File: config.mk
export PLATFORM = sky130hd
export DESIGN_NAME = watch_disp_scan_flat
export DESIGN_NICKNAME = d
export VERILOG_FILES = /design/src/rtl/watch_pkg.sv /design/src/rtl/watch_disp_scan_if.sv /design/src/rtl/bcd_to_seg7.sv /design/src/rtl/watch_disp_scan.sv /design/src/flat_wrapper.sv
export SDC_FILE = /design/constraint.sdc
export NUM_CORES = 1
export LEC_CHECK = 0
export CORE_MARGIN = 2
export CORE_UTILIZATION = 48
export CTS_CLUSTER_DIAMETER = 60
export DETAILED_ROUTE_END_ITERATION = 10
export PLACE_DENSITY = 0.77
export SLEW_MARGIN = 20
export SYNTH_ARGS = -nofsm -noshare
export SYNTH_HDL_FRONTEND = slang
export SYNTH_SLANG_ARGS = --single-unit
export TNS_END_PERCENT = 10
File: constraint.sdc
create_clock -name clk_1Khz -period 3.1 [get_ports clk_1Khz]
set_input_delay 0.62 -clock clk_1Khz [delete_from_list [all_inputs] [get_ports clk_1Khz]]
set_output_delay 0.62 -clock clk_1Khz [all_outputs]
set_load 0.05 [all_outputs]
File: src/rtl/watch_pkg.sv
// Shared definitions for the stopwatch display scanner: digit layout, 7-segment
// pattern table, scan FSM encoding and decimal-point placement.
package watch_pkg;

  localparam int unsigned DigitCount = 6;

  // Digit indices within dispbuf, nibble i occupies [4*i+3:4*i]
  localparam logic [2:0] DigMsec1   = 3'd0;
  localparam logic [2:0] DigMsec2   = 3'd1;
  localparam logic [2:0] DigSec0    = 3'd2;
  localparam logic [2:0] DigSec1    = 3'd3;
  localparam logic [2:0] DigMinute0 = 3'd4;
  localparam logic [2:0] DigMinute1 = 3'd5;

  // Decimal points after sec0 and minute0: MM.SS.ms
  localparam logic [DigitCount-1:0] DpMask = 6'b010100;

  // Active-high patterns, bit order {g,f,e,d,c,b,a}
  localparam logic [6:0] SegDash = 7'h40;

  typedef enum logic [1:0] {
    StIdle,
    StBlank,
    StShow
  } scan_state_e;

  function automatic logic [6:0] seg7_pattern(logic [3:0] bcd);
    logic [6:0] pat;
    case (bcd)
      4'h0:    pat = 7'h3F;
      4'h1:    pat = 7'h06;
      4'h2:    pat = 7'h5B;
      4'h3:    pat = 7'h4F;
      4'h4:    pat = 7'h66;
      4'h5:    pat = 7'h6D;
      4'h6:    pat = 7'h7D;
      4'h7:    pat = 7'h07;
      4'h8:    pat = 7'h7F;
      4'h9:    pat = 7'h6F;
      default: pat = SegDash;
    endcase
    return pat;
  endfunction

  function automatic logic [3:0] nibble_of(logic [23:0] dbuf, logic [2:0] idx);
    logic [3:0] nib;
    case (idx)
      3'd0:    nib = dbuf[3:0];
      3'd1:    nib = dbuf[7:4];
      3'd2:    nib = dbuf[11:8];
      3'd3:    nib = dbuf[15:12];
      3'd4:    nib = dbuf[19:16];
      3'd5:    nib = dbuf[23:20];
      default: nib = 4'h0;
    endcase
    return nib;
  endfunction

endpackage

File: src/rtl/watch_disp_scan_if.sv
// Display scanner signal bundle: time buffer and enable in, multiplexed
// 7-segment drive out.
interface watch_disp_scan_if;

  logic        en;
  logic [23:0] dispbuf;
  logic [6:0]  seg;
  logic        dp;
  logic [5:0]  an;
  logic        frame_start;

  modport master (
    output en,
    output dispbuf,
    input  seg,
    input  dp,
    input  an,
    input  frame_start
  );

  modport slave (
    input  en,
    input  dispbuf,
    output seg,
    output dp,
    output an,
    output frame_start
  );

endinterface

File: src/rtl/bcd_to_seg7.sv
// Combinational BCD to 7-segment decoder, active-high {g,f,e,d,c,b,a};
// non-decimal nibbles decode to a dash.
module bcd_to_seg7
  import watch_pkg::*;
(
  input  logic [3:0] bcd_i,
  output logic [6:0] seg_o
);

  assign seg_o = seg7_pattern(bcd_i);

endmodule

File: src/rtl/watch_disp_scan.sv
// Six-digit multiplexed 7-segment scanner with per-frame snapshot and blanking slots.
// Define WATCH_DISP_LZB_EN to blank leading zeros of the minutes field.
module watch_disp_scan
  import watch_pkg::*;
#(
  parameter int unsigned DWELL          = 2,
  parameter int unsigned BLANK          = 1,
  parameter bit          SEG_ACTIVE_LOW = 1'b1,
  parameter bit          AN_ACTIVE_LOW  = 1'b1
) (
  input logic              clk_1Khz,
  input logic              rst,
  watch_disp_scan_if.slave disp
);

  localparam int unsigned MaxCnt = (DWELL > BLANK) ? DWELL : BLANK;
  localparam int unsigned CntW   = (MaxCnt > 1) ? $clog2(MaxCnt) : 1;

  localparam logic [CntW-1:0]       BlankLast = CntW'(BLANK - 1);
  localparam logic [CntW-1:0]       DwellLast = CntW'(DWELL - 1);
  localparam logic [2:0]            DigitLast = 3'(DigitCount - 1);
  localparam logic [6:0]            SegOff    = {7{SEG_ACTIVE_LOW}};
  localparam logic [DigitCount-1:0] AnOff     = {DigitCount{AN_ACTIVE_LOW}};

  scan_state_e state_q, state_d;
  logic [2:0]      digit_q, digit_d;
  logic [CntW-1:0] cnt_q, cnt_d;
  logic [23:0]     snap_q, snap_d;
  logic            fs_d;

  logic [6:0]            seg_q;
  logic                  dp_q;
  logic [DigitCount-1:0] an_q;
  logic                  fs_q;

  logic [3:0]            cur_nibble;
  logic [6:0]            dec_seg;
  logic [6:0]            seg_on;
  logic                  dp_on;
  logic [DigitCount-1:0] an_on;

  // Next-state logic. Dropping en aborts the frame from any state.
  always_comb begin
    state_d = state_q;
    digit_d = digit_q;
    cnt_d   = cnt_q;
    snap_d  = snap_q;
    fs_d    = 1'b0;
    if (!disp.en) begin
      state_d = StIdle;
      digit_d = '0;
      cnt_d   = '0;
    end else begin
      unique case (state_q)
        StIdle: begin
          state_d = StBlank;
          digit_d = '0;
          cnt_d   = '0;
          snap_d  = disp.dispbuf;
          fs_d    = 1'b1;
        end
        StBlank: begin
          if (cnt_q == BlankLast) begin
            state_d = StShow;
            cnt_d   = '0;
          end else begin
            cnt_d = cnt_q + 1'b1;
          end
        end
        StShow: begin
          if (cnt_q == DwellLast) begin
            state_d = StBlank;
            cnt_d   = '0;
            if (digit_q == DigitLast) begin
              digit_d = '0;
              snap_d  = disp.dispbuf;
              fs_d    = 1'b1;
            end else begin
              digit_d = digit_q + 3'd1;
            end
          end else begin
            cnt_d = cnt_q + 1'b1;
          end
        end
        default: begin
          state_d = StIdle;
          digit_d = '0;
          cnt_d   = '0;
        end
      endcase
    end
  end

  // Decode from next-state values so the registered outputs line up with the FSM.
  assign cur_nibble = nibble_of(snap_d, digit_d);

  bcd_to_seg7 u_dec (
    .bcd_i (cur_nibble),
    .seg_o (dec_seg)
  );

  always_comb begin
    an_on  = '0;
    seg_on = '0;
    dp_on  = 1'b0;
    if (state_d == StShow) begin
      an_on  = {{(DigitCount-1){1'b0}}, 1'b1} << digit_d;
      seg_on = dec_seg;
      dp_on  = DpMask[digit_d];
`ifdef WATCH_DISP_LZB_EN
      if (nibble_of(snap_d, DigMinute1) == 4'h0) begin
        if (digit_d == DigMinute1) begin
          seg_on = '0;
          dp_on  = 1'b0;
        end
        // minute0 keeps its dp so the MM.SS separator stays visible
        if (digit_d == DigMinute0 && nibble_of(snap_d, DigMinute0) == 4'h0) begin
          seg_on = '0;
        end
      end
`endif
    end
  end

  always_ff @(posedge clk_1Khz or negedge rst) begin
    if (!rst) begin
      state_q <= StIdle;
      digit_q <= '0;
      cnt_q   <= '0;
      snap_q  <= '0;
      seg_q   <= SegOff;
      dp_q    <= SEG_ACTIVE_LOW;
      an_q    <= AnOff;
      fs_q    <= 1'b0;
    end else begin
      state_q <= state_d;
      digit_q <= digit_d;
      cnt_q   <= cnt_d;
      snap_q  <= snap_d;
      seg_q   <= seg_on ^ SegOff;
      dp_q    <= dp_on ^ SEG_ACTIVE_LOW;
      an_q    <= an_on ^ AnOff;
      fs_q    <= fs_d;
    end
  end

  assign disp.seg         = seg_q;
  assign disp.dp          = dp_q;
  assign disp.an          = an_q;
  assign disp.frame_start = fs_q;

endmodule

File: src/flat_wrapper.sv
// flat-port wrapper written by rule: the top's interface ports become plain ports
module watch_disp_scan_flat import watch_pkg::*;
#(
  parameter int unsigned DWELL          = 2,
  parameter int unsigned BLANK          = 1,
  parameter bit          SEG_ACTIVE_LOW = 1'b1,
  parameter bit          AN_ACTIVE_LOW  = 1'b1
)
  (clk_1Khz, rst, disp_en, disp_dispbuf, disp_seg, disp_dp, disp_an, disp_frame_start);
  watch_disp_scan_if disp_i ();
  input logic clk_1Khz;
  input logic rst;
  input wire logic [$bits(disp_i.en)-1:0] disp_en;
  input wire logic [$bits(disp_i.dispbuf)-1:0] disp_dispbuf;
  output wire logic [$bits(disp_i.seg)-1:0] disp_seg;
  output wire logic [$bits(disp_i.dp)-1:0] disp_dp;
  output wire logic [$bits(disp_i.an)-1:0] disp_an;
  output wire logic [$bits(disp_i.frame_start)-1:0] disp_frame_start;
  assign disp_i.en = disp_en;
  assign disp_i.dispbuf = disp_dispbuf;
  assign disp_seg = disp_i.seg;
  assign disp_dp = disp_i.dp;
  assign disp_an = disp_i.an;
  assign disp_frame_start = disp_i.frame_start;
  watch_disp_scan #(.DWELL(DWELL), .BLANK(BLANK), .SEG_ACTIVE_LOW(SEG_ACTIVE_LOW), .AN_ACTIVE_LOW(AN_ACTIVE_LOW)) u_core (.clk_1Khz(clk_1Khz), .rst(rst), .disp(disp_i));
endmodule
* After elaboration in Yosys (flattened, before gate mapping)
Memory sizes are Yosys's and may differ from the RTL's.
Index checks and enable logic that the tools add are counted.
** Storage, ports and cells
- Flip-flop bits (word level) :: 45
- ROM bits :: 120
- Input bits :: 27
- Output and inout port bits :: 15
- Memories :: 2
** Memories
- (name not given) :: words 16, width 7, rd ports 1, clocked after memory_dff 0, write ports 0, RTL line watch_pkg.sv:29 : case (bcd)
- (name not given) :: words 8, width 1, rd ports 1, clocked after memory_dff 0, write ports 0, RTL line watch_disp_scan.sv:109 : dp_on = DpMask[digit_d];
** Cells by class
- Add/sub/neg operators :: 2
- Order comparisons :: 1
- Equal/unequal tests :: 9
- Shifts and indexed selects :: 1
- Mux-type cells :: 25
- Bitwise operators :: 3
- Reductions and logical operators :: 2
** Operators with widths (number)
- 24-bit 2-to-1 mux :: 3
- 24-bit case mux with 2 select lines :: 1
- 4-bit case mux with 6 select lines :: 1
- 3-bit == test, second input constant :: 3
- 3-bit 2-to-1 mux :: 3
- 1-bit 2-to-1 mux :: 8
- 7-bit 2-to-1 mux :: 1
- 7-bit inverter :: 1
- 3-bit by 2-bit == test with 1-bit output, second input constant :: 2
- 2-bit 2-to-1 mux :: 3
- 6-bit 2-to-1 mux :: 1
- 6-bit inverter :: 1
- 2-bit case mux with 3 select lines :: 1
- 3-bit case mux with 2 select lines :: 1
- 1-bit by 3-bit << shifter with 6-bit output, first input constant :: 1
- 2-bit == test, second input constant :: 2
- 3-bit by 4-bit < comparator with 1-bit output, second input constant :: 1
- 1-bit case mux with 2 select lines :: 2
- 3-bit by 1-bit adder with 3-bit output, second input constant :: 1
- 3-bit by 1-bit == test with 1-bit output, second input constant :: 1
- 3-bit logical NOT :: 1
- 2-bit by 1-bit == test with 1-bit output, second input constant :: 1
- 2-bit logical NOT :: 1
- 1-bit adder, second input constant :: 1
- 1-bit inverter :: 1

* Depth between registers and ports, before layout
Gate-level depths: netlist of run 1.
An unclocked memory read counts as a cell.
- Word-level depth :: 10
- Depth in mapped cells :: 14
- Gate-level depth less buffers :: 12

* Modules after synthesis
Synthesis of run 1 repeated with hierarchy kept, for this count alone.
** Second synthesis, totals
- Cell total of the unflattened synthesis :: 255
- Area, all modules :: 2462.4 um^2
** By module, submodules not included
- watch_disp_scan :: times used 1, cells an instance 226, area each 2237.1 um^2
- bcd_to_seg7 :: times used 1, cells an instance 29, area each 225.2 um^2

* Worst setup path after synthesis of run 1
OpenSTA, ideal clock, no wires.
- Kind :: input to register
- Start :: in disp_en
- End :: reg u_core.seg_q[4], in the netlist u_core.disp.seg[4]
- Arrival time :: 2895 ps
- Required time :: 3038 ps
- Setup slack :: 143 ps
- Stages :: 13
- Path buffers :: 3
- Cells stage by stage :: buf_2 -> o21ai_0 -> a21o_1 -> buf_2 -> buf_2 -> a32oi_1 -> mux2i_1 -> a222oi_1 -> inv_1 -> ha_1 -> nand2_1 -> or3_1 -> o311a_1
** On the way
- Cells in the longest elaborated chain, start to end :: 6
** RTL lines
- start, declared :: RTL line flat_wrapper.sv:13 : input wire logic [$bits(disp_i.en)-1:0] disp_en;
- 3-bit 2-to-1 mux :: RTL line watch_disp_scan.sv:49 : if (!disp.en) begin
- 3-bit == test, or another cell as far along :: RTL line watch_pkg.sv:47 : case (idx)
- 4-bit case mux with 6 select lines :: RTL line watch_pkg.sv:47
- memory read 16 x 7 bit
- 7-bit 2-to-1 mux * :: RTL line watch_disp_scan.sv:106 : if (state_d == StShow) begin
- 7-bit inverter (no line) *
- end signal, assigned :: RTL line watch_disp_scan.sv:131 : seg_q <= SegOff;
- end signal, assigned :: RTL line watch_disp_scan.sv:140 : seg_q <= seg_on ^ SegOff;
- end, declared :: RTL line watch_disp_scan.sv:31 : logic [6:0] seg_q;
Mark *: on every way between the ends. The rest lies on a longest branch, timed or not.

* Worst setup path in the final report of run 1
- Start :: reg u_core.state_q[0]
- End :: reg u_core.seg_q[6], in the netlist u_core.disp.seg[6]
** RTL lines
- start, declared :: RTL line watch_disp_scan.sv:25 : scan_state_e state_q, state_d;
- start signal, assigned :: RTL line watch_disp_scan.sv:127 : state_q <= StIdle;
- start signal, assigned :: RTL line watch_disp_scan.sv:136 : state_q <= state_d;
- 2-bit == test / 2-bit logical NOT (equally long branches) :: RTL line watch_disp_scan.sv:54 : unique case (state_q)
- 24-bit case mux with 2 select lines * :: RTL line watch_disp_scan.sv:54
- 24-bit 2-to-1 mux * :: RTL line watch_disp_scan.sv:49
- via u_core.snap_d[16] :: RTL line watch_disp_scan.sv:28 : logic [23:0] snap_q, snap_d;
- 4-bit case mux with 6 select lines * :: RTL line watch_pkg.sv:47
- memory read 16 x 7 bit *
- 7-bit 2-to-1 mux * :: RTL line watch_disp_scan.sv:106
- 7-bit inverter (no line) *
Mark *: on every way through the listed nets, which the timed path passes. The rest lies on a longest branch.

==> out/qor.csv, run 1 <==
metric,value,unit
p_int,1300,µW
cp_top_family,compound AO/OA/AOI/OAI gates,
drt-initial-drc-count,180,
drt_pass1_iterations,4,
min_path_type,input port to asynchronous set/reset pin,
fmax,0.347,GHz
max_stage_delay,380,ps
crit_buf_inv,4,
finalCritPeriodShare,93.0,%
fin_crit,2880,ps
die_w,74.8,µm
portBuffers,41,
synthesis.area,2410,µm²
status,finished clean,
clk_pin_slew_worst_paths,90,ps
place_inst,357,
wire_per_inst,15.7,µm
ys_seq_area_share,47.5,%
die_h,74.8,µm
coreArea,4790,µm²
maxCapViolCount,0,
syn_inst,231,
ys.flop_type,dfrtp_1,
cts_root_buf,clkbuf_8,
initial_core_util,50.3,%
numClockSinks,45,
drive_above_1_share,23.7,%
fillers,382,
pwr-share-comb,41.0,%
end_kind,flip-flop,
setup_slack,216,ps
ant_nets,0,
cts_buffer_depth,2,
cts_buffers,5,
skew,7.75,ps
cellLeakagePower,0.00146,µW
first_global_vias,2003,
power,2000,µW
die-area,5600,µm²
syn_nets,268,
grt_max_degree,46,
vias,2066,
placement_rows,25,
p_clk_share,19.4,%
ys_types,54,
slew_headroom,62.5,%
yosys_warnings,0,
finalSetupTns,0,ps
critical_path_class,flip-flop to flip-flop,
fin_nets,335,
post-place-ws,-111,ps
ir_worst_vdd,0.369,mV
vias_per_cell,5.64,
rsz0062_at_grt,false,
cts_tree,yes,
grt_pass1_wl,9380,µm
power_density,628,nW/µm²
crit_fanout,17,
switching_power,705,µW
dpl.hpwl,4110,µm
h-tree-depth,2,
sw_frac_of_total,35.2,%
drt_wl_total,5750,µm
ios,42,
synth_enable_flop_cells,0,
synth_seq_cells,45,
place_congestion,0.831,
pwr-share-seq,39.6,%
area_growth,32.5,%
drv_slew,0,
required,3320,ps
crit_chain,"inv_1, ha_2, buf_4, a21o_4, and2_4, a22o_1, a221o_1, o22ai_2, buf_4, inv_1, ha_1, mux2i_1, o21ai_0",
grt_antenna_before_repair,0,
route.detailed.drc,0,
startpoint_type,flip-flop,
track_usage,22.5,%
clk_latency,300,ps
max_slew.worst_pin.slew,563,ps
synthArstFlopShare,100,%
slowest_stage,dfrtp_1,
hold_viol_final,0,
diodes,0,
holdWs,307,ps
finalSetupViolCount,0,
synth_area_per_cell,10.4,µm²
arrival,3110,ps
instances_no_fill,366,
grt_overflow_total,0,
[final cells by class]
type / instances / area (µm²) / share of cell area, %
clock inverters: 2 / 13.8 / 0.432
flip-flops and latches: 45 / 1140 / 35.9
well taps: 67 / 83.8 / 2.63
multi-input cells: 148 / 1110 / 34.7
inverters: 21 / 78.8 / 2.47
clock buffers: 6 / 82.6 / 2.59
repair buffers: 77 / 678 / 21.3
[synth_stat cells, types with 3 or more instances]
| master | instances | share of area (%) |
|---|---|---|
| ha_1 | 10 | 5.2 |
| a22o_1 | 4 | 1.5 |
| a32oi_1 | 12 | 4.4 |
| a21o_1 | 3 | 0.94 |
| dfrtp_1 | 31 | 32 |
| o21bai_1 | 5 | 1.6 |
| inv_1 | 21 | 3.3 |
| nand4_1 | 3 | 0.78 |
| nand2_1 | 17 | 2.7 |
| o21ai_0 | 5 | 1.0 |
| mux2i_1 | 6 | 2.5 |
| or3_1 | 3 | 0.78 |
| buf_2 | 9 | 1.9 |
| a221o_1 | 3 | 1.2 |
| nor2_1 | 10 | 1.6 |
| a211oi_1 | 6 | 1.9 |
| nand3_1 | 8 | 1.7 |
| clkbuf_1 | 3 | 0.47 |
| a2bb2oi_1 | 4 | 1.5 |
| a21oi_1 | 5 | 1.0 |
| dfstp_2 | 14 | 15 |
| and2_1 | 3 | 0.78 |
| a32o_1 | 3 | 1.2 |
[what timing repair did]
action / CTS / global route
resized for setup: 0 / 5
hold buffers: 0 / 0
buffers inserted: 0 / 1
setup endpoints to repair: 0 / 7
[cell usage in the layout, fill, tap and decap left out, types with 2 or more instances in the layout]
| cell type | n |
|---|---|
| a211oi_1 | 6 |
| a21o_1 | 2 |
| a21oi_1 | 5 |
| a21oi_2 | 2 |
| a221o_1 | 3 |
| a22o_1 | 4 |
| a22oi_1 | 2 |
| a2bb2oi_1 | 4 |
| a31oi_1 | 2 |
| a32o_1 | 3 |
| a32oi_1 | 11 |
| and2_1 | 3 |
| and3_1 | 2 |
| buf_4 | 37 |
| clkbuf_8 | 6 |
| clkdlybuf4s50_1 | 40 |
| dfrtp_1 | 31 |
| dfstp_2 | 14 |
| ha_1 | 9 |
| inv_1 | 21 |
| mux2i_1 | 6 |
| nand2_1 | 17 |
| nand2b_1 | 2 |
| nand3_1 | 8 |
| nand4_1 | 3 |
| nand4b_1 | 2 |
| nor2_1 | 10 |
| o21ai_0 | 5 |
| o21bai_1 | 5 |
| o221ai_1 | 2 |
| or2_2 | 2 |
| or3_1 | 3 |
[registers in the layout (all words and copies together) (netlist names)]
register                 flops
u_core.snap_q               24
u_core.state_q               2
u_core.disp.seg              7
u_core.disp.an               6
u_core.cnt_q                 1
u_core.disp.dp               1
u_core.disp.frame_start      1
u_core.digit_q               3
[final timing paths]
check / to / slack (ps) / start / cells past startpoint
max: u_core.disp.seg[6] / 220 / u_core.state_q[0] / 13
min: u_core.state_q[1] / 310 / rst / 1
max reg2reg: u_core.disp.seg[6] / 220 / u_core.state_q[0] / 13
min reg2reg: u_core.snap_q[7] / 480 / u_core.snap_q[7] / 2
max in group asynchronous: u_core.disp.seg[6] / 2410 / rst / 1
min in group clk_1Khz: u_core.snap_q[7] / 480 / u_core.snap_q[7] / 2
[power by group through the flow]
stage | combinational (µW) | sequential [µW] | clock, µW
floorplan | 446 | 842 | 0
global placement | 774 | 792 | 0
detailed placement | 794 | 798 | 0
CTS | 799 | 789 | 402
global route | 901 | 804 | 421
finish | 820 | 792 | 388
[per-layer routing]
metal	share of wire, %	global-route usage [%]	vias up
met4	2.1	8.53	0
met3	5.3	4.15	11
met2	48	36.2	71
met5	0	0	-
li1	-	-	985
met1	45	30.4	999
[cells by family after synthesis]
family / after synthesis / synth area share, %
AO/OA/AOI/OAI: 74 / 24.9
AND/OR/NAND/NOR: 57 / 12.3
flip-flops: 45 / 47.5
buffers and inverters: 38 / 7.18
adder cells (fa/ha/maj): 10 / 5.20
multiplexers: 6 / 2.50
XOR/XNOR: 1 / 0.364
[through the flow]
step	cell area [µm²]	utilization, %
after floorplan	2410	-
after global placement	3060	64.0
after detailed placement	3060	64.0
after CTS	3160	66.0
after global routing	3190	66.6
final	3190	66.6
Power figures use the tool's default switching activity.
==> inputs of run 2 (changes only) <==
--- a/config.mk
+++ b/config.mk
@@ -5,13 +5,15 @@
 export SDC_FILE = /design/constraint.sdc
 export NUM_CORES = 1
 export LEC_CHECK = 0
+export CAP_MARGIN = 5
 export CORE_MARGIN = 2
 export CORE_UTILIZATION = 48
 export CTS_CLUSTER_DIAMETER = 60
 export DETAILED_ROUTE_END_ITERATION = 10
-export PLACE_DENSITY = 0.77
+export PLACE_DENSITY = 0.76
 export SLEW_MARGIN = 20
 export SYNTH_ARGS = -nofsm -noshare
 export SYNTH_HDL_FRONTEND = slang
+export SYNTH_HIERARCHICAL = 1
 export SYNTH_SLANG_ARGS = --single-unit
 export TNS_END_PERCENT = 10
==> out/qor.csv, run 2 <==
metric,value,unit,change
rsz0062_at_grt,false,,
syn_inst,255,,+10%
synth_area_per_cell,9.66,µm²,-7.3%
fmax,0.347,GHz,+0.13%
ios,42,,unchanged
cts_root_buf,clkbuf_8,,
finalCritPeriodShare,92.9,%,-0.12 points
drt_wl_total,5760,µm,+0.14%
grt_overflow_total,0,,unchanged
crit_fanout,10,,-7
diodes,0,,unchanged
arrival,3090,ps,-20 ps
skew,9.66,ps,+1.92 ps
initial_core_util,48.8,%,-1.4 points
synth_common_cells,"nor2_1 (52), dfrtp_1 (31), nand2_1 (22)",,
ir_worst_vdd,0.359,mV,-2.9%
synth.most_common_cell,nor2_1,,
max_slew.worst_pin.slew,566,ps,+2.74 ps
drt_pass1_iterations,4,,unchanged
top_register,u_core/snap_q,,
wire_per_inst,14.8,µm,-5.5%
finalSetupViolCount,0,,unchanged
post_cts_buffers,0,,unchanged
drv_slew,0,,unchanged
yosysTopAreaCellShare,31.5,%,-0.74 points
grt_pass1_wl,9680,µm,+3.2%
syn_nets,292,,+9.0%
drt-initial-drc-count,132,,-27%
first_global_vias,1998,,-0.25%
dpl.hpwl,4120,µm,+0.22%
die-area,5720,µm²,+2.2%
grt_max_degree,46,,unchanged
hold_viol_final,0,,unchanged
startpoint_type,input port,,
grtUsageMet1,29.9,%,-0.50 points
fillers,426,,+12%
track_usage,23.1,%,+0.66 points
place_inst,380,,+6.4%
die_h,75.6,µm,+1.1%
status,finished clean,,
synth_seq_cells,45,,unchanged
fin_crit,2880,ps,-3.66 ps
place_congestion,0.893,,+7.4%
largest_register_ffs,24,,unchanged
grtUsageMet3,4.63,%,+0.48 points
ant_nets,0,,unchanged
required,3310,ps,about the same
clk_latency,300,ps,about the same
vias_per_cell,5.37,,-4.8%
post-place-ws,-154,ps,-42.4 ps
maxCapViolCount,0,,unchanged
vias,2084,,+0.87%
ys.flop_type,dfrtp_1,,
drive_above_1_share,19.8,%,-3.9 points
cellLeakagePower,0.00134,µW,-8.3%
synth_enable_flop_cells,0,,unchanged
synthArstFlopShare,100,%,unchanged
busiest_layer,met2,,
placement_rows,26,,+4.0%
area_growth,29.6,%,
ys_types,40,,-26%
layout_common_cells,"nor2_1 (52), clkdlybuf4s50_1 (40), dfrtp_1 (31), buf_4 (29), nand2_1 (22)",,
cts_buffers,5,,unchanged
use_met2,38.0,%,+1.8 points
synth_top_cell_by_area,dfrtp_1,,
synthesis.area,2460,µm²,+2.3%
instances_no_fill,388,,+6.0%
grt_antenna_before_repair,0,,unchanged
slew_headroom,62.3,%,-0.18 points
clk_pin_slew_worst_paths,80,ps,about the same
power_density,632,nW/µm²,+0.65%
cts_tree,yes,,
coreArea,5040,µm²,+5.4%
layout_commonest_cell,nor2_1,,
critical_path_class,input port to flip-flop,,
portBuffers,41,,unchanged
die_w,75.6,µm,+1.1%
holdWs,296,ps,-11.5 ps
ys_seq_area_share,46.4,%,-1.1 points
cts_buffer_depth,2,,unchanged
setup_slack,220,ps,+3.66 ps
power,2020,µW,+0.73%
min_path_type,input port to asynchronous set/reset pin,,
h-tree-depth,2,,unchanged
end_kind,flip-flop,,
numClockSinks,45,,unchanged
route.detailed.drc,0,,unchanged
yosys_warnings,6,,+6
fin_nets,354,,+5.7%
synth_area_leaders,"dfrtp_1 (32%), dfstp_2 (15%), nor2_1 (7.9%)",,
-- run 2: changes by cell type in the layout (fill, tap and decap cells not counted), sizes merged, moves of 7 or more --
cell,delta
nor2,+42
a32oi,-12
nand3,-7
inv,-12
and2,+9
o221ai,+10
-- run 2: report_power, final --
group          switching (µW)  internal (µW)  total [µW]
clock network             190            182         372
logic                     440            399         839
registers                67.7            736         804
total                     699           1320        2020
-- run 2: critical path, stage by stage --
cell and delay (ps):
clkdlybuf4s50_1 490, nand2_1 70, or2_1 220, and2_2 290, o221ai_1 240, o31ai_2 100
a221o_1 390, ha_1 210, mux2_4 270, o22ai_1 120, nand2_1 70
-- run 2: area by class of cell --
class	instances	area (µm²)	share of cell area (%)
Multi-Input combinational cell	185	1180	37.1
Sequential cell	45	1140	35.8
Timing Repair Buffer	71	649	20.4
Clock buffer	8	90.1	2.82
Tap cell	70	87.6	2.75
Inverter	9	36.3	1.14
-- run 2: final timing paths --
check,from,endpoint,slack [ps],cells past startpoint
setup / recovery,disp_en,u_core/disp.seg[3],220,11
hold / removal,rst,u_core/snap_q[18],300,1
setup reg to reg,u_core/state_q[0],u_core/disp.seg[3],310,12
hold reg to reg,u_core/snap_q[7],u_core/snap_q[7],490,1
max in group asynchronous,rst,u_core/disp.seg[4],2400,1
min in group clk_1Khz,u_core/snap_q[7],u_core/snap_q[7],490,1
-- run 2: per-stage QoR --
step | util (%) | cell area, µm² | setup TNS [ps]
2_1_floorplan | - | 2460 | 0
3_3_place_gp | 61.2 | 3090 | -573
4_1_cts | 63.0 | 3180 | 0
5_1_grt | 63.3 | 3190 | 0
6_report | 63.3 | 3190 | 0
3_5_place_dp | 61.2 | 3090 | -854
-- run 2: what timing repair did --
action / in CTS / in global routing
hold buffers: 0 / 0
endpoints found under the hold margin: 0 / 0
resized for setup: 0 / 5
setup endpoints to repair: 0 / 6
-- run 2: cell families (layout without fill, tap and decap cells) --
logic type / Yosys count / count (layout) / synth area share (%)
AND/OR/NAND/NOR: 106 / 106 / 19.5
flip-flops: 45 / 45 / 46.4
adder cells (fa/ha/maj): 10 / 10 / 5.08
buffers and inverters: 25 / 88 / 5.74
XOR/XNOR: 2 / 2 / 0.712
AO/OA/AOI/OAI: 66 / 66 / 21.9
multiplexers: 1 / 1 / 0.610
-- run 2: metal layers --
layer	routed length [µm]	part of all wire (%)
met3	293	5.1
met4	160	2.8
met5	0	0
met1	2490	43
met2	2820	49
==> inputs of run 3 (changes only) <==
--- a/config.mk
+++ b/config.mk
@@ -6,11 +6,12 @@
 export NUM_CORES = 1
 export LEC_CHECK = 0
 export CAP_MARGIN = 5
+export CORE_ASPECT_RATIO = 1.75
 export CORE_MARGIN = 2
 export CORE_UTILIZATION = 48
 export CTS_CLUSTER_DIAMETER = 60
 export DETAILED_ROUTE_END_ITERATION = 10
-export PLACE_DENSITY = 0.76
+export PLACE_DENSITY_LB_ADDON = 0.05
 export SLEW_MARGIN = 20
 export SYNTH_ARGS = -nofsm -noshare
 export SYNTH_HDL_FRONTEND = slang
==> constraint.sdc (replaced) <==
create_clock -name clk_1Khz -period 3.1 [get_ports clk_1Khz]
set_input_delay 0.62 -clock clk_1Khz [delete_from_list [all_inputs] [get_ports clk_1Khz]]
set_output_delay 0.62 -clock clk_1Khz [all_outputs]
set_load 0.005 [all_outputs]
==> out/qor.csv, run 3 (synthesis results as in run 2) <==
metric,value,unit,change
status,finished clean,,
critical_path_class,input port to flip-flop,,
grt_pass1_wl,9780,µm,+1.1%
area_growth,29.0,%,
top_register,u_core/snap_q,,
diodes,0,,unchanged
ir_worst_vdd,0.385,mV,+7.4%
setup_slack,180,ps,-39.2 ps
skew,5.46,ps,-4.20 ps
grt_overflow_total,0,,unchanged
clk_latency,300,ps,about the same
cts_root_buf,clkbuf_8,,
numClockSinks,45,,unchanged
wire_per_inst,15.9,µm,+7.0%
crit_buf_inv,2,,+1
fin_nets,355,,+0.28%
drt-initial-drc-count,43,,-67%
required,3320,ps,about the same
route.detailed.drc,0,,unchanged
track_usage,22.6,%,-0.49 points
startpoint_type,input port,,
cts_tree,yes,,
min_path_type,input port to asynchronous set/reset pin,,
finalCritPeriodShare,94.2,%,+1.3 points
post_cts_buffers,0,,unchanged
die_h,98.8,µm,+31%
first_global_vias,2107,,+5.5%
cpMostUsedCell,nand2_1,,
largest_register_ffs,24,,unchanged
finalSetupTns,0,ps,unchanged
layout_common_cells,"nor2_1 (52), clkdlybuf4s50_1 (40), dfrtp_1 (31), buf_4 (29), nand2_1 (22)",,
portBuffers,41,,unchanged
grt_antenna_before_repair,0,,unchanged
h-tree-depth,2,,unchanged
grt_max_degree,46,,unchanged
crit_fanout,15,,+5
maxCapViolCount,0,,unchanged
power,1920,µW,-4.7%
hold_viol_final,0,,unchanged
cts_buffer_depth,2,,unchanged
drive_above_1_share,20.7,%,+0.88 points
place_inst,365,,-3.9%
max_slew.worst_pin.slew,570,ps,+4.24 ps
vias,2097,,+0.62%
place_congestion,0.819,,-8.3%
arrival,3140,ps,+50 ps
cellLeakagePower,0.00134,µW,+0.37%
drt_pass1_iterations,4,,unchanged
clk_pin_slew_worst_paths,80,ps,about the same
power_density,605,nW/µm²,-4.3%
finalSetupViolCount,0,,unchanged
fin_crit,2920,ps,+39.2 ps
cp_top_family,compound AO/OA/AOI/OAI gates,,
crit_chain,"clkdlybuf4s50_1, nand2_1, or2_1, and2_2, buf_6, o221ai_2, a21oi_2, a221o_1, ha_1, mux2_4, o22ai_1, nand2_1",,
drt_wl_total,5930,µm,+2.9%
holdBufCountCts,0,,unchanged
drv_slew,0,,unchanged
ios,42,,unchanged
slowest_stage,clkdlybuf4s50_1,,
fmax,0.343,GHz,-1.3%
post-place-ws,-177,ps,-23.4 ps
vias_per_cell,5.62,,+4.7%
layout_commonest_cell,nor2_1,,
slew_headroom,62.0,%,-0.28 points
place_area,3070,µm²,-0.41%
die-area,5740,µm²,+0.39%
cts_buffers,5,,unchanged
final_cell_area,3180,µm²,-0.43%
coreArea,4980,µm²,-1.3%
dpl.hpwl,4500,µm,+9.2%
end_kind,flip-flop,,
ant_nets,0,,unchanged
initial_core_util,49.5,%,+0.64 points
die_w,58.1,µm,-23%
max_stage_delay,500,ps,about the same
placement_rows,34,,+31%
instances_no_fill,373,,-3.9%
==> run 3: cell types whose count changed in the layout (fill, tap and decap cells not counted) <==
cell,previous run,this run
clkinv_2,0,2
a21oi_1,13,12
a21oi_2,0,1
buf_6,1,2
clkbuf_1,2,1
clkbuf_8,6,5
o21ai_1,1,0
o21ai_2,0,1
o31ai_1,4,5
o31ai_2,1,0
==> run 3: through the flow <==
step	hold slack, ps	util, %
floorplan	324	-
finish	305	63.8
global placement	474	61.7
CTS	502	63.4
detailed placement	482	61.7
global route	345	63.8
==> run 3: per-layer routing <==
layer / vias up / track usage [%] / routed length (µm)
met2: 46 / 42.4 / 3400
met1: 1020 / 24.6 / 2270
li1: 1024 / - / -
met4: 0 / 8.77 / 107
met3: 7 / 3.28 / 151
met5: - / 0 / 0
==> run 3: cell type report <==
type,instances,area [µm²]
Fill cell,466,1800
Multi-Input combinational cell,185,1190
Sequential cell,45,1140
Timing Repair Buffer,72,661
Clock buffer,6,72.6
Tap cell,54,67.6
Inverter,9,36.3
Clock inverter,2,10.0
==> run 3: power breakdown <==
group | leakage [µW] | internal (µW) | switching (µW)
registers | 0.000527 | 736 | 70.5
logic | 0.000769 | 380 | 380
clock network | 0.0000450 | 157 | 198
==> run 3: final timing paths <==
check,start,end,slack [ps],cells after the start
worst max register to register,u_core/state_q[0],u_core/disp.seg[5],200,13
min in group clk_1Khz,u_core/snap_q[5],u_core/snap_q[5],500,1
worst min-delay path,rst,u_core/disp.frame_start,300,1
max in group asynchronous,rst,u_core/disp.seg[6],2400,1
worst min register to register,u_core/snap_q[5],u_core/snap_q[5],500,1
worst max-delay path,disp_en,u_core/disp.seg[0],180,12
==> run 3: timing repair <==
action / 4_1_cts / 5_1_grt
setup endpoints to repair: 0 / 3
resized for setup: 0 / 6
endpoints found under the hold margin: 0 / 0
